--- config.mk ---
export PLATFORM = sky130hd
export DESIGN_NAME = fifo_uart_tx
export DESIGN_NICKNAME = d
export VERILOG_FILES = /design/src/rtl/uart_pkg.sv /design/src/rtl/uart_baud_counter.sv /design/src/rtl/fifo_uart_tx.sv
export SDC_FILE = /design/constraint.sdc
export NUM_CORES = 1
export LEC_CHECK = 0
export ABC_AREA = 0
export BUFFER_PORTS_ARGS = -buffer_cell sky130_fd_sc_hd__buf_2
export CORE_AREA = 2 2 57 59
export CTS_BUF_LIST = sky130_fd_sc_hd__clkbuf_16
export DETAILED_ROUTE_END_ITERATION = 10
export DIE_AREA = 0 0 59 61
export PLACE_DENSITY = 0.71
export RECOVER_POWER = 50
export REMOVE_ABC_BUFFERS = 1
export SYNTH_ARGS = -nofsm -noshare
export SYNTH_HDL_FRONTEND = slang
export SYNTH_SLANG_ARGS = --single-unit
export TNS_END_PERCENT = 100
--- constraint.sdc ---
create_clock -name clk -period 2.2 [get_ports clk]
set_input_delay 0.11 -clock clk [delete_from_list [all_inputs] [get_ports clk]]
set_output_delay 0.11 -clock clk [all_outputs]
set_load 0.02 [all_outputs]
--- src/rtl/uart_pkg.sv ---
// Shared types and helpers for the UART transmit (and future receive) datapath.
// Holds the frame FSM encoding, the even-parity helper and frame sizing.
package uart_pkg;

    typedef enum logic [2:0] {
        IDLE,
        READ,
        LATCH,
        START,
        DATA,
        PARITY,
        STOP
    } uart_state_e;

    // Parity helper input is fixed-width; callers zero-extend, which leaves the XOR unchanged.
    localparam int PARITY_MAX_W = 64;

    function automatic logic even_parity(input logic [PARITY_MAX_W-1:0] data);
        return ^data;
    endfunction

    function automatic int frame_bits(input int data_width, input int parity_en, input int stop_bits);
        return 1 + data_width + parity_en + stop_bits;
    endfunction

    localparam int DEFAULT_FRAME_BITS = frame_bits(8, 0, 1);

endpackage

--- src/rtl/uart_baud_counter.sv ---
// Free-running bit-period counter; wraps every CLKS_PER_BIT cycles or when cleared.
// tick marks the last cycle of a bit period, tick_next the cycle before it.
module uart_baud_counter #(
    parameter int CLKS_PER_BIT = 868
) (
    input  logic clk,
    input  logic rst_n,
    input  logic clear,
    output logic tick,
    output logic tick_next
);

    localparam int CNT_W = (CLKS_PER_BIT > 1) ? $clog2(CLKS_PER_BIT) : 1;
    localparam logic [CNT_W-1:0] LAST_CNT    = CNT_W'(CLKS_PER_BIT - 1);
    localparam logic [CNT_W-1:0] PENULT_CNT  = CNT_W'(CLKS_PER_BIT - 2);

    logic [CNT_W-1:0] count_q;
    logic [CNT_W-1:0] count_d;

    assign tick      = (count_q == LAST_CNT);
    assign tick_next = (count_q == PENULT_CNT);

    always_comb begin
        count_d = count_q + CNT_W'(1);
        if (clear || tick) begin
            count_d = '0;
        end
    end

    // NOTE: sequential state is updated only with non-blocking assignments so every
    // flop samples pre-edge values, independent of always_ff evaluation order.
    always_ff @(posedge clk) begin
        if (!rst_n) begin
            count_q <= '0;
        end else begin
            count_q <= count_d;
        end
    end

endmodule

--- src/rtl/fifo_uart_tx.sv ---
// Pops words from a synchronous FIFO (registered data_out) and serialises them
// as UART frames: start, LSB-first data, optional even parity, stop bit(s).
module fifo_uart_tx
    import uart_pkg::*;
#(
    parameter int DATA_WIDTH   = 8,
    parameter int CLKS_PER_BIT = 868,
    parameter int PARITY_EN    = 0,
    parameter int STOP_BITS    = 1
) (
    input  logic                  clk,
    input  logic                  rst_n,
    input  logic                  enable,
    input  logic                  fifo_empty,
    input  logic [DATA_WIDTH-1:0] fifo_data,
    output logic                  fifo_rd_req,
    output logic                  tx,
    output logic                  busy,
    output logic                  frame_done
);

    localparam int BIT_W = $clog2(DATA_WIDTH + 1);
    localparam logic [BIT_W-1:0] LAST_DATA_BIT = BIT_W'(DATA_WIDTH - 1);
    localparam logic [BIT_W-1:0] LAST_STOP_BIT = BIT_W'(STOP_BITS - 1);

    uart_state_e           state_q, state_d;
    logic [BIT_W-1:0]      bit_cnt_q, bit_cnt_d;
    logic [DATA_WIDTH-1:0] shift_q, shift_d;
    logic                  parity_q, parity_d;
    logic                  tx_q, tx_d;
    logic                  busy_q, busy_d;
    logic                  rd_req_q, rd_req_d;
    logic                  frame_done_q, frame_done_d;

    logic start_ok;
    logic baud_clear;
    logic baud_tick;
    logic baud_tick_next;

    assign start_ok   = enable && !fifo_empty;
    assign baud_clear = (state_d != state_q);

    uart_baud_counter #(
        .CLKS_PER_BIT(CLKS_PER_BIT)
    ) u_baud (
        .clk      (clk),
        .rst_n    (rst_n),
        .clear    (baud_clear),
        .tick     (baud_tick),
        .tick_next(baud_tick_next)
    );

    // NOTE: every signal assigned here gets a default first, so no path leaves a
    // value unassigned and no latch is inferred.
    always_comb begin
        state_d   = state_q;
        bit_cnt_d = bit_cnt_q;
        shift_d   = shift_q;
        parity_d  = parity_q;

        unique case (state_q)
            IDLE: begin
                if (start_ok) begin
                    state_d = READ;
                end
            end
            READ: begin
                state_d = LATCH;
            end
            LATCH: begin
                // FIFO data_out is valid now, one cycle after the read request.
                shift_d  = fifo_data;
                parity_d = even_parity(PARITY_MAX_W'(fifo_data));
                state_d  = START;
            end
            START: begin
                if (baud_tick) begin
                    bit_cnt_d = '0;
                    state_d   = DATA;
                end
            end
            DATA: begin
                if (baud_tick) begin
                    shift_d = shift_q >> 1;
                    if (bit_cnt_q == LAST_DATA_BIT) begin
                        bit_cnt_d = '0;
                        state_d   = (PARITY_EN != 0) ? PARITY : STOP;
                    end else begin
                        bit_cnt_d = bit_cnt_q + BIT_W'(1);
                    end
                end
            end
            PARITY: begin
                if (baud_tick) begin
                    bit_cnt_d = '0;
                    state_d   = STOP;
                end
            end
            STOP: begin
                if (baud_tick) begin
                    if (bit_cnt_q == LAST_STOP_BIT) begin
                        bit_cnt_d = '0;
                        state_d   = start_ok ? READ : IDLE;
                    end else begin
                        bit_cnt_d = bit_cnt_q + BIT_W'(1);
                    end
                end
            end
            default: begin
                state_d = IDLE;
            end
        endcase
    end

    // Outputs decode the next state so their registered copies line up with state_q.
    always_comb begin
        tx_d = 1'b1;
        unique case (state_d)
            START:   tx_d = 1'b0;
            DATA:    tx_d = shift_d[0];
            PARITY:  tx_d = parity_d;
            default: tx_d = 1'b1;
        endcase
        busy_d       = (state_d != IDLE);
        rd_req_d     = (state_d == READ);
        frame_done_d = (state_q == STOP) && (bit_cnt_q == LAST_STOP_BIT) && baud_tick_next;
    end

    always_ff @(posedge clk) begin
        if (!rst_n) begin
            state_q      <= IDLE;
            bit_cnt_q    <= '0;
            tx_q         <= 1'b1;
            busy_q       <= 1'b0;
            rd_req_q     <= 1'b0;
            frame_done_q <= 1'b0;
        end else begin
            state_q      <= state_d;
            bit_cnt_q    <= bit_cnt_d;
            tx_q         <= tx_d;
            busy_q       <= busy_d;
            rd_req_q     <= rd_req_d;
            frame_done_q <= frame_done_d;
        end
    end

    // NOTE: the shift/parity datapath is left unreset; it is always loaded in LATCH
    // before any state that drives it onto tx.
    always_ff @(posedge clk) begin
        shift_q  <= shift_d;
        parity_q <= parity_d;
    end

    assign tx          = tx_q;
    assign busy        = busy_q;
    assign fifo_rd_req = rd_req_q;
    assign frame_done  = frame_done_q;

endmodule

==> results of run 1 <==
## per-layer routing
metal / wire length [microns] / track usage / up-vias
li1: - / - / 669
met1: 1570 / 0.284 / 639
met2: 1640 / 0.351 / 31
met3: 141 / 0.0618 / 8
met4: 89 / 0.133 / 0
met5: 0 / 0 / -
## cell usage in the layout, fill, tap and decap left out, drive strengths merged, types with 4 or more instances in the layout
cell,instances
nor2,26
a22o,6
buf,15
xnor2,13
nand3,8
dfxtp,23
ha,4
o21ai,7
edfxtp,7
xor2,4
inv,9
nor4,4
nand2,9
a211oi,4
clkbuf,10
a21oi,6
nor3b,4
## sequential cells by signal, indices dropped and copies added, names as in the netlist
signal          flops
busy                1
shift_q             8
parity_q            1
state_q             3
tx                  1
frame_done          1
u_baud.count_q     10
fifo_rd_req         1
bit_cnt_q           4
## worst max-delay path, stage by stage, from the launching register on
cell,delay [ns]
dfxtp_1,0.37
or4b_1,0.67
nor4_4,0.32
or2_1,0.32
## power by group
| group | leakage [nW] | switching, mW | internal, mW |
|---|---|---|---|
| clock | 0.0776 | 0.220 | 0.404 |
| sequential | 0.254 | 0.0307 | 0.615 |
| combinational | 0.368 | 0.133 | 0.0980 |
## worst max path at each step
stage	startpoint	endpoint	slack (ns)	cells after the start
after global placement	u_baud.count_q[2]$_SDFF_PP0_	shift_q[3]$_DFFE_PP_	0.31	3
after floorplan	u_baud.count_q[2]$_SDFF_PP0_	shift_q[1]$_DFFE_PP_	0.23	3
after detailed placement	u_baud.count_q[2]$_SDFF_PP0_	bit_cnt_q[1]$_SDFFE_PN0P_	0.28	4
after CTS	u_baud.count_q[2]$_SDFF_PP0_	shift_q[4]$_DFFE_PP_	0.28	3
after global routing	u_baud.count_q[2]$_SDFF_PP0_	busy$_SDFF_PN0_	0.05	5
final	u_baud.count_q[2]$_SDFF_PP0_	shift_q[2]$_DFFE_PP_	0.19	3
## area by class of cell
| class | count | area (sq um) | area share |
|---|---|---|---|
| Clock buffer | 5 | 125 | 0.0669 |
| Multi-Input combinational cell | 132 | 895 | 0.479 |
| Timing Repair Buffer | 20 | 104 | 0.0556 |
| Sequential cell | 30 | 671 | 0.359 |
| Tap cell | 33 | 41.3 | 0.0221 |
| Clock inverter | 3 | 11.3 | 0.00602 |
| Inverter | 6 | 22.5 | 0.0120 |
## cell families (layout without fill, tap and decap cells)
family,after synthesis,after routing
AOI/OAI and AO/OA,35,35
muxes,3,3
and+or+nand+nor,73,73
xor gates and xnor gates,17,17
adders and majority gates,4,4
buffers and inverters,14,34
DFF,30,30
==> flow_summary.yaml, run 1 <==
status:
  outcome: "finished, final reports clean"
logic_synthesis:
  postSynthRegisterBits: 30
  netlist_top_cells_count: "nor2_1, dfxtp_1, xnor2_1"
  synth.mux.area_fraction: 0.0184
  yosys.cell_types.count: 48
  yosysWarningCount: 0
  post_synth_xor_area_fraction: 0.0913
  yosys.area.top_type_share: 0.282
  synth_edf_count: 7
  sequential_area_share_after_synthesis: 0.411
  largest_family_of_logic_cells_by_synthesized_area: "simple AND/OR/NAND/NOR gates"
  syn_area_per_cell_sq_um: 9.26
  postSynth.asyncResetShare: 0
  yosys.area_share.adder: 0.0307
  post-synth-top-area-cell: "dfxtp_1"
  post_synth_inst_count: 176
  yosys.area_share.simple: 0.260
  synth.most_common_cell: "nor2_1"
  syn-cell-area_sq_mm: 0.00163
  netlist_top_cells_area: "dfxtp_1, edfxtp_1, xnor2_1"
  synth_compound_gate_area_share: 0.150
  ys.flop_type: "dfxtp_1"
power:
  totalPowerFinal_mw: 1.50
  worst_ir_drop_vdd_uv: 367
  p_leak_nw: 0.700
  power.density_mw_per_mm2: 803
global_route:
  first_pass_grt_wire_length_mm: 5.89
  global_route.overflow_total: 0
  grt_overall_usage: 0.227
  antenna_found_initial: 0
  vias_in_the_first_global_route: 1300
  maximum_number_of_pins_on_one_net_before_global_route_repair: 18
clock_network:
  cts_setup_buffers: 0
  clkSlewWorstSetupHoldPaths_ns: 0.05
  numCtsBuffers: 5
  clk_root_buffer_cell: "clkbuf_16"
  numClockSinks: 30
  htree_num_levels: 2
  clock_latency_ns: 0.27
  post_cts_resize_count: 0
  hold_buffers: 0
  max-clock-path-buffers: 2
  tritoncts: "built"
worst_setup_path:
  critical_path_peak_fanout: 7
  worst_ep_required_time_ns: 2.15
  crit_reg_reg_startpoint: "u_baud.count_q[2]$_SDFF_PP0_"
  start_kind: "register"
  worstPathArrival_ns: 1.96
  rrSetupSlack_ns: 0.19
  reg2regPathDepth: 3
  critPathKind: "reg -> reg"
  critPathCaptureType: "register"
  r2r-end: "shift_q[2]$_DFFE_PP_"
sta:
  timing_worst_slew_pin_value_ns: 0.622
  timing.final.crit_share: 0.915
  maxSlewViolCount: 0
  worst_clock_skew_ns: 0.00595
  setup_slack_ns: 0.187
  final.min_clock_period_ns: 2.01
  report.final.hold_viol_count: 0
  setup-violations-final: 0
  setup_tns_ns: 0
  rsz0062_at_grt: "no"
  hold-worst-slack_ns: 0.154
  achievable-frequency_ghz: 0.497
  worst_slew_margin_rel: 0.585
drt:
  ant_nets: 0
  detail_route.first_pass.iterations: 4
  wire_per_inst_microns: 15.0
  dr.first_iter.drc_count: 91
  route.final.wire_length_mm: 3.44
  post-route-drc-count: 0
  num_vias: 1347
  routed_via_density: 5.88
finish:
  filler_cell_count: 261
  final-instance-count-excl-fill: 229
  ratio_of_cells_with_drive_above_1_in_the_final_layout: 0.133
  finish.net_count: 211
  n_diodes: 0
  final_core_utilization: 0.633
  area_growth_from_synthesis_to_layout_pct: 14.7
  layout.cell_area.non_filler_sq_mm: 0.00187
floorplanning:
  core.rowCount: 20
  io-pin-count: 16
  initial_core_utilization: 0.552
  core_area_sq_mm: 0.00295
  design.die.area_sq_mm: 0.00360
  die-height_microns: 61
  dieWidth_microns: 59
placed_design:
  place.detailed.instances: 221
  post-place-ws_ns: 0.275
  port-buffer-count: 15
  post_dp_cell_area_sq_mm: 0.00175
  gp_congestion: 0.852
  hpwlAfterDp_mm: 2.45
run:
  max_cap_check_violation_count: 0
worst_hold_path:
  min_delay_path_depth: 2
  hp-start: "fifo_data[7]"
  holdCritPathClass: "in -> reg"
  hold_path_end: "shift_q[7]$_DFFE_PP_"
Note: power is estimated with default switching activity, not from simulation.
==> run 2: changes to the inputs <==
- REMOVE_ABC_BUFFERS: 1 -> default
==> flow_summary.yaml, run 2 (synthesis gave the netlist of run 1 again) <==
status:
  outcome: "finished, final reports clean"
sta:
  timing_worst_slew_pin_value_ns: 0.586
  worst_slew_margin_rel: 0.609
  worst_clock_skew_ns: 0.00644
  achievable-frequency_ghz: 0.487
  setup-violations-final: 0
  rsz0062_at_grt: "no"
  setup_slack_ns: 0.146
  final.min_clock_period_ns: 2.05
  timing.final.crit_share: 0.933
  report.final.hold_viol_count: 0
  setup_tns_ns: 0
  maxSlewViolCount: 0
global_route:
  antenna_found_initial: 0
  grtUsageMet3: 0.0490
  maximum_number_of_pins_on_one_net_before_global_route_repair: 20
  vias_in_the_first_global_route: 1351
  first_pass_grt_wire_length_mm: 5.92
  grt_use_met2: 0.371
  grt_overall_usage: 0.224
  grt_use_met1: 0.273
  global_route.overflow_total: 0
  grt.busiest_layer: "met2"
clock_network:
  clkSlewWorstSetupHoldPaths_ns: 0.05
  numClockSinks: 30
  post_cts_resize_count: 0
  clock_latency_ns: 0.28
  hold_buffers: 0
  cts_setup_buffers: 0
  tritoncts: "built"
  numCtsBuffers: 5
  max-clock-path-buffers: 2
  clk_root_buffer_cell: "clkbuf_16"
  htree_num_levels: 2
logic_synthesis:
  synth.net_count: 192
floorplanning:
  design.die.area_sq_mm: 0.00360
  core_area_sq_mm: 0.00295
  initial_core_utilization: 0.552
  core.rowCount: 20
  die-height_microns: 61
  io-pin-count: 16
  dieWidth_microns: 59
worst_setup_path:
  critPathKind: "reg -> reg"
  critical_path_cell_sequence: "or4b_1 > nor4_2 > o21ai_0 > a21boi_0 > a31oi_1"
  critPathMaxStageDelay_ns: 0.68
  startpoint: "u_baud.count_q[2]$_SDFF_PP0_"
  worstSetupEndpoint: "busy$_SDFF_PN0_"
  worst_ep_required_time_ns: 2.34
  start_kind: "register"
  critPathCaptureType: "register"
  critical_path_peak_fanout: 7
  critical-path-slowest-cell: "or4b_1"
  crit_reg_reg_startpoint: "u_baud.count_q[2]$_SDFF_PP0_"
  reg2regPathDepth: 5
  worstPathArrival_ns: 2.20
  rrSetupSlack_ns: 0.15
  r2r-end: "busy$_SDFF_PN0_"
finish:
  reg_top3: "u_baud.count_q: 10 flops, shift_q: 8 flops, bit_cnt_q: 4 flops"
  layout.cell_area.non_filler_sq_mm: 0.00190
  ratio_of_cells_with_drive_above_1_in_the_final_layout: 0.153
  top_register: "u_baud.count_q"
  filler_cell_count: 260
  final_common_cell: "nor2_1"
  n_diodes: 0
  largest_register_ffs: 10
  final_cell_mix: "nor2_1, dfxtp_1, xnor2_1"
  area_growth_from_synthesis_to_layout_pct: 16.7
  finish.net_count: 211
  final_core_utilization: 0.644
drt:
  num_vias: 1338
  post-route-drc-count: 0
  ant_nets: 0
  routed_via_density: 5.84
  route.final.wire_length_mm: 3.43
  detail_route.first_pass.iterations: 4
  dr.first_iter.drc_count: 70
  wire_per_inst_microns: 15.0
placed_design:
  post-place-ws_ns: 0.280
  gp_congestion: 0.857
  port-buffer-count: 15
  post_dp_cell_area_sq_mm: 0.00175
  hpwlAfterDp_mm: 2.44
power:
  worst_ir_drop_vdd_uv: 473
  power.density_mw_per_mm2: 867
  p_leak_nw: 0.710
run:
  max_cap_check_violation_count: 0
worst_hold_path:
  holdCritPathClass: "in -> reg"
-- run 2: cell count changes in the layout (fill, tap and decap cells not counted), moves of 2 or more --
| cell | before | now |
|---|---|---|
| inv_1 | 9 | 6 |
| o21ai_0 | 3 | 5 |
| o21ai_1 | 4 | 2 |
| clkinv_2 | 0 | 2 |
-- run 2: where the power goes --
group	internal, mW	switching, mW
logic	0.100	0.137
clock network	0.528	0.240
registers	0.615	0.0289
-- run 2: area by class of cell --
type | count | area, sq um | area share
Multi-Input combinational cell | 132 | 895 | 0.470
Sequential cell | 30 | 671 | 0.353
Clock buffer | 5 | 125 | 0.0658
Timing Repair Buffer | 20 | 108 | 0.0566
Tap cell | 33 | 41.3 | 0.0217
Clock inverter | 3 | 40.0 | 0.0211
Inverter | 6 | 22.5 | 0.0118
-- run 2: how the worst min path moves through the flow --
stage | endpoint | cells past startpoint | startpoint | slack (ns)
final | frame_done$_SDFF_PN0_ | 3 | rst_n | 0.14
after global routing | frame_done$_SDFF_PN0_ | 3 | rst_n | 0.15
after CTS | frame_done$_SDFF_PN0_ | 3 | rst_n | 0.14
after detailed placement | shift_q[7]$_DFFE_PP_ | 2 | fifo_data[7] | 0.42
after global placement | frame_done$_SDFF_PN0_ | 3 | rst_n | 0.42
after floorplan | frame_done$_SDFF_PN0_ | 2 | rst_n | 0.27
-- run 2: metrics by stage --
step | total power, mW | std cells | hold slack (ns)
after global placement | 0.874 | 221 | 0.416
after CTS | 1.65 | 229 | 0.136
after global routing | 1.71 | 229 | 0.149
after detailed placement | 0.884 | 221 | 0.423
after floorplan | 0.818 | 176 | 0.265
final | 1.65 | 229 | 0.144
-- run 2: routing by layer --
layer	wire length (microns)	vias up
met5	0	-
met4	71	0
met3	162	9
met2	1630	41
met1	1560	622
li1	-	666
-- run 2: critical path: cells and delay by family (launching register included) --
| kind | cells | cell delay, ns |
|---|---|---|
| compound gates | 3 | 0.49 |
| flops | 1 | 0.37 |
| simple gates | 2 | 1.07 |
==> run 3: changes to the inputs <==
- PLACE_DENSITY: 0.71 -> 0.75
==> flow_summary.yaml, run 3 (synthesis gave the netlist of run 1 again) <==
drt:
  num_vias: 1328
  wire_per_inst_microns: 14.1
  ant_nets: 0
  detail_route.first_pass.iterations: 4
  routed_via_density: 5.82
  route.final.wire_length_mm: 3.21
  dr.first_iter.drc_count: 79
  post-route-drc-count: 0
finish:
  top_register: "u_baud.count_q"
  multi_input_area_sq_um: 898
  n_diodes: 0
  final-instance-count-excl-fill: 228
  ratio_of_cells_with_drive_above_1_in_the_final_layout: 0.133
  final_cell_mix: "nor2_1, dfxtp_1, xnor2_1"
  finish.net_count: 210
  layout.area.seq_sq_um: 671
  final_common_cell: "nor2_1"
  reg_top3: "u_baud.count_q: 10 flops, shift_q: 8 flops, bit_cnt_q: 4 flops"
  filler_cell_count: 256
  area_growth_from_synthesis_to_layout_pct: 14.4
  largest_register_ffs: 10
worst_setup_path:
  critical_path_peak_fanout: 7
  worst_ep_required_time_ns: 2.34
  critPathCaptureType: "register"
  worstPathArrival_ns: 2.10
  critPathKind: "reg -> reg"
  start_kind: "register"
global_route:
  maximum_number_of_pins_on_one_net_before_global_route_repair: 16
  grt_overall_usage: 0.196
  global_route.overflow_total: 0
  first_pass_grt_wire_length_mm: 5.21
  antenna_found_initial: 0
  vias_in_the_first_global_route: 1212
clock_network:
  numClockSinks: 30
  clk_root_buffer_cell: "clkbuf_16"
  numCtsBuffers: 5
  htree_num_levels: 2
  clkSlewWorstSetupHoldPaths_ns: 0.05
  cts_setup_buffers: 0
  post_cts_resize_count: 0
  max-clock-path-buffers: 2
  tritoncts: "built"
  hold_buffers: 0
  clock_latency_ns: 0.27
floorplanning:
  die-height_microns: 61
  design.die.area_sq_mm: 0.00360
  io-pin-count: 16
  core.rowCount: 20
  core_area_sq_mm: 0.00295
  dieWidth_microns: 59
  initial_core_utilization: 0.552
placed_design:
  gp_congestion: 0.815
  hpwlAfterDp_mm: 2.38
  place.detailed.instances: 220
  port-buffer-count: 15
sta:
  worst_clock_skew_ns: 0.00676
  final.min_clock_period_ns: 1.96
  timing.final.crit_share: 0.890
  hold-worst-slack_ns: 0.145
  maxSlewViolCount: 0
  setup_tns_ns: 0
  timing_worst_slew_pin_value_ns: 0.613
  report.final.hold_viol_count: 0
  achievable-frequency_ghz: 0.511
  worst_slew_margin_rel: 0.591
  setup-violations-final: 0
  rsz0062_at_grt: "no"
status:
  outcome: "finished, final reports clean"
power:
  worst_ir_drop_vdd_uv: 480
  power.density_mw_per_mm2: 796
  p_leak_nw: 0.695
logic_synthesis:
  synth.net_count: 192
worst_hold_path:
  holdCritPathClass: "in -> reg"
run:
  max_cap_check_violation_count: 0
[run 3: changes by cell type in the layout (fill, tap and decap cells not counted)]
cell	before	now
clkbuf_1	4	5
clkinv_2	2	0
o21ai_1	2	3
bufinv_16	1	0
buf_4	5	3
and2_1	0	1
and2_0	1	0
or4b_4	0	1
inv_1	6	8
clkinv_1	0	1
or4b_1	1	0
o21ai_0	5	4
[run 3: power by group]
group | total (mW) | internal (mW) | leakage (nW) | switching, mW
combinational | 0.219 | 0.0952 | 0.367 | 0.124
clock | 0.618 | 0.404 | 0.0738 | 0.214
sequential | 0.648 | 0.615 | 0.254 | 0.0327
total | 1.49 | 1.11 | 0.695 | 0.370
[run 3: stage by stage]
stage	util	worst slack [ns]	cell area [sq um]	power, mW
floorplan	-	0.192	1630	0.818
global placement	0.589	0.292	1740	0.872
detailed placement	0.589	0.304	1740	0.881
CTS	0.635	0.294	1870	1.50
global route	0.632	0.143	1870	1.55
finish	0.632	0.243	1870	1.49
[run 3: final timing paths]
path / startpoint / end / slack, ns / depth (start not counted)
hold reg to reg: u_baud.count_q[0]$_SDFF_PP0_ / u_baud.count_q[0]$_SDFF_PP0_ / 0.49 / 1
hold / removal: fifo_data[7] / shift_q[7]$_DFFE_PP_ / 0.14 / 2
setup reg to reg: u_baud.count_q[2]$_SDFF_PP0_ / busy$_SDFF_PN0_ / 0.24 / 5
setup / recovery: u_baud.count_q[2]$_SDFF_PP0_ / busy$_SDFF_PN0_ / 0.24 / 5
[run 3: worst max-delay path, cell delays in order, from the launching register on]
cell      delay, ns
dfxtp_1        0.37
or4b_4         0.61
nor4_2         0.35
o21ai_1        0.09
a21boi_0       0.28
a31oi_1        0.12
[run 3: cell type report]
cell class | instances | share of cell area
Clock buffer | 5 | 0.0671
Clock inverter | 3 | 0.00604
Inverter | 6 | 0.0121
Multi-Input combinational cell | 132 | 0.482
Sequential cell | 30 | 0.359
Tap cell | 33 | 0.0221
Timing Repair Buffer | 19 | 0.0516
[run 3: routing by layer]
layer / vias to the layer above / global-route usage / routed length [microns]
li1: 662 / - / -
met1: 640 / 0.243 / 1520
met2: 19 / 0.319 / 1570
met3: 7 / 0.0640 / 78
met4: 0 / 0.0779 / 42
met5: - / 0 / 0
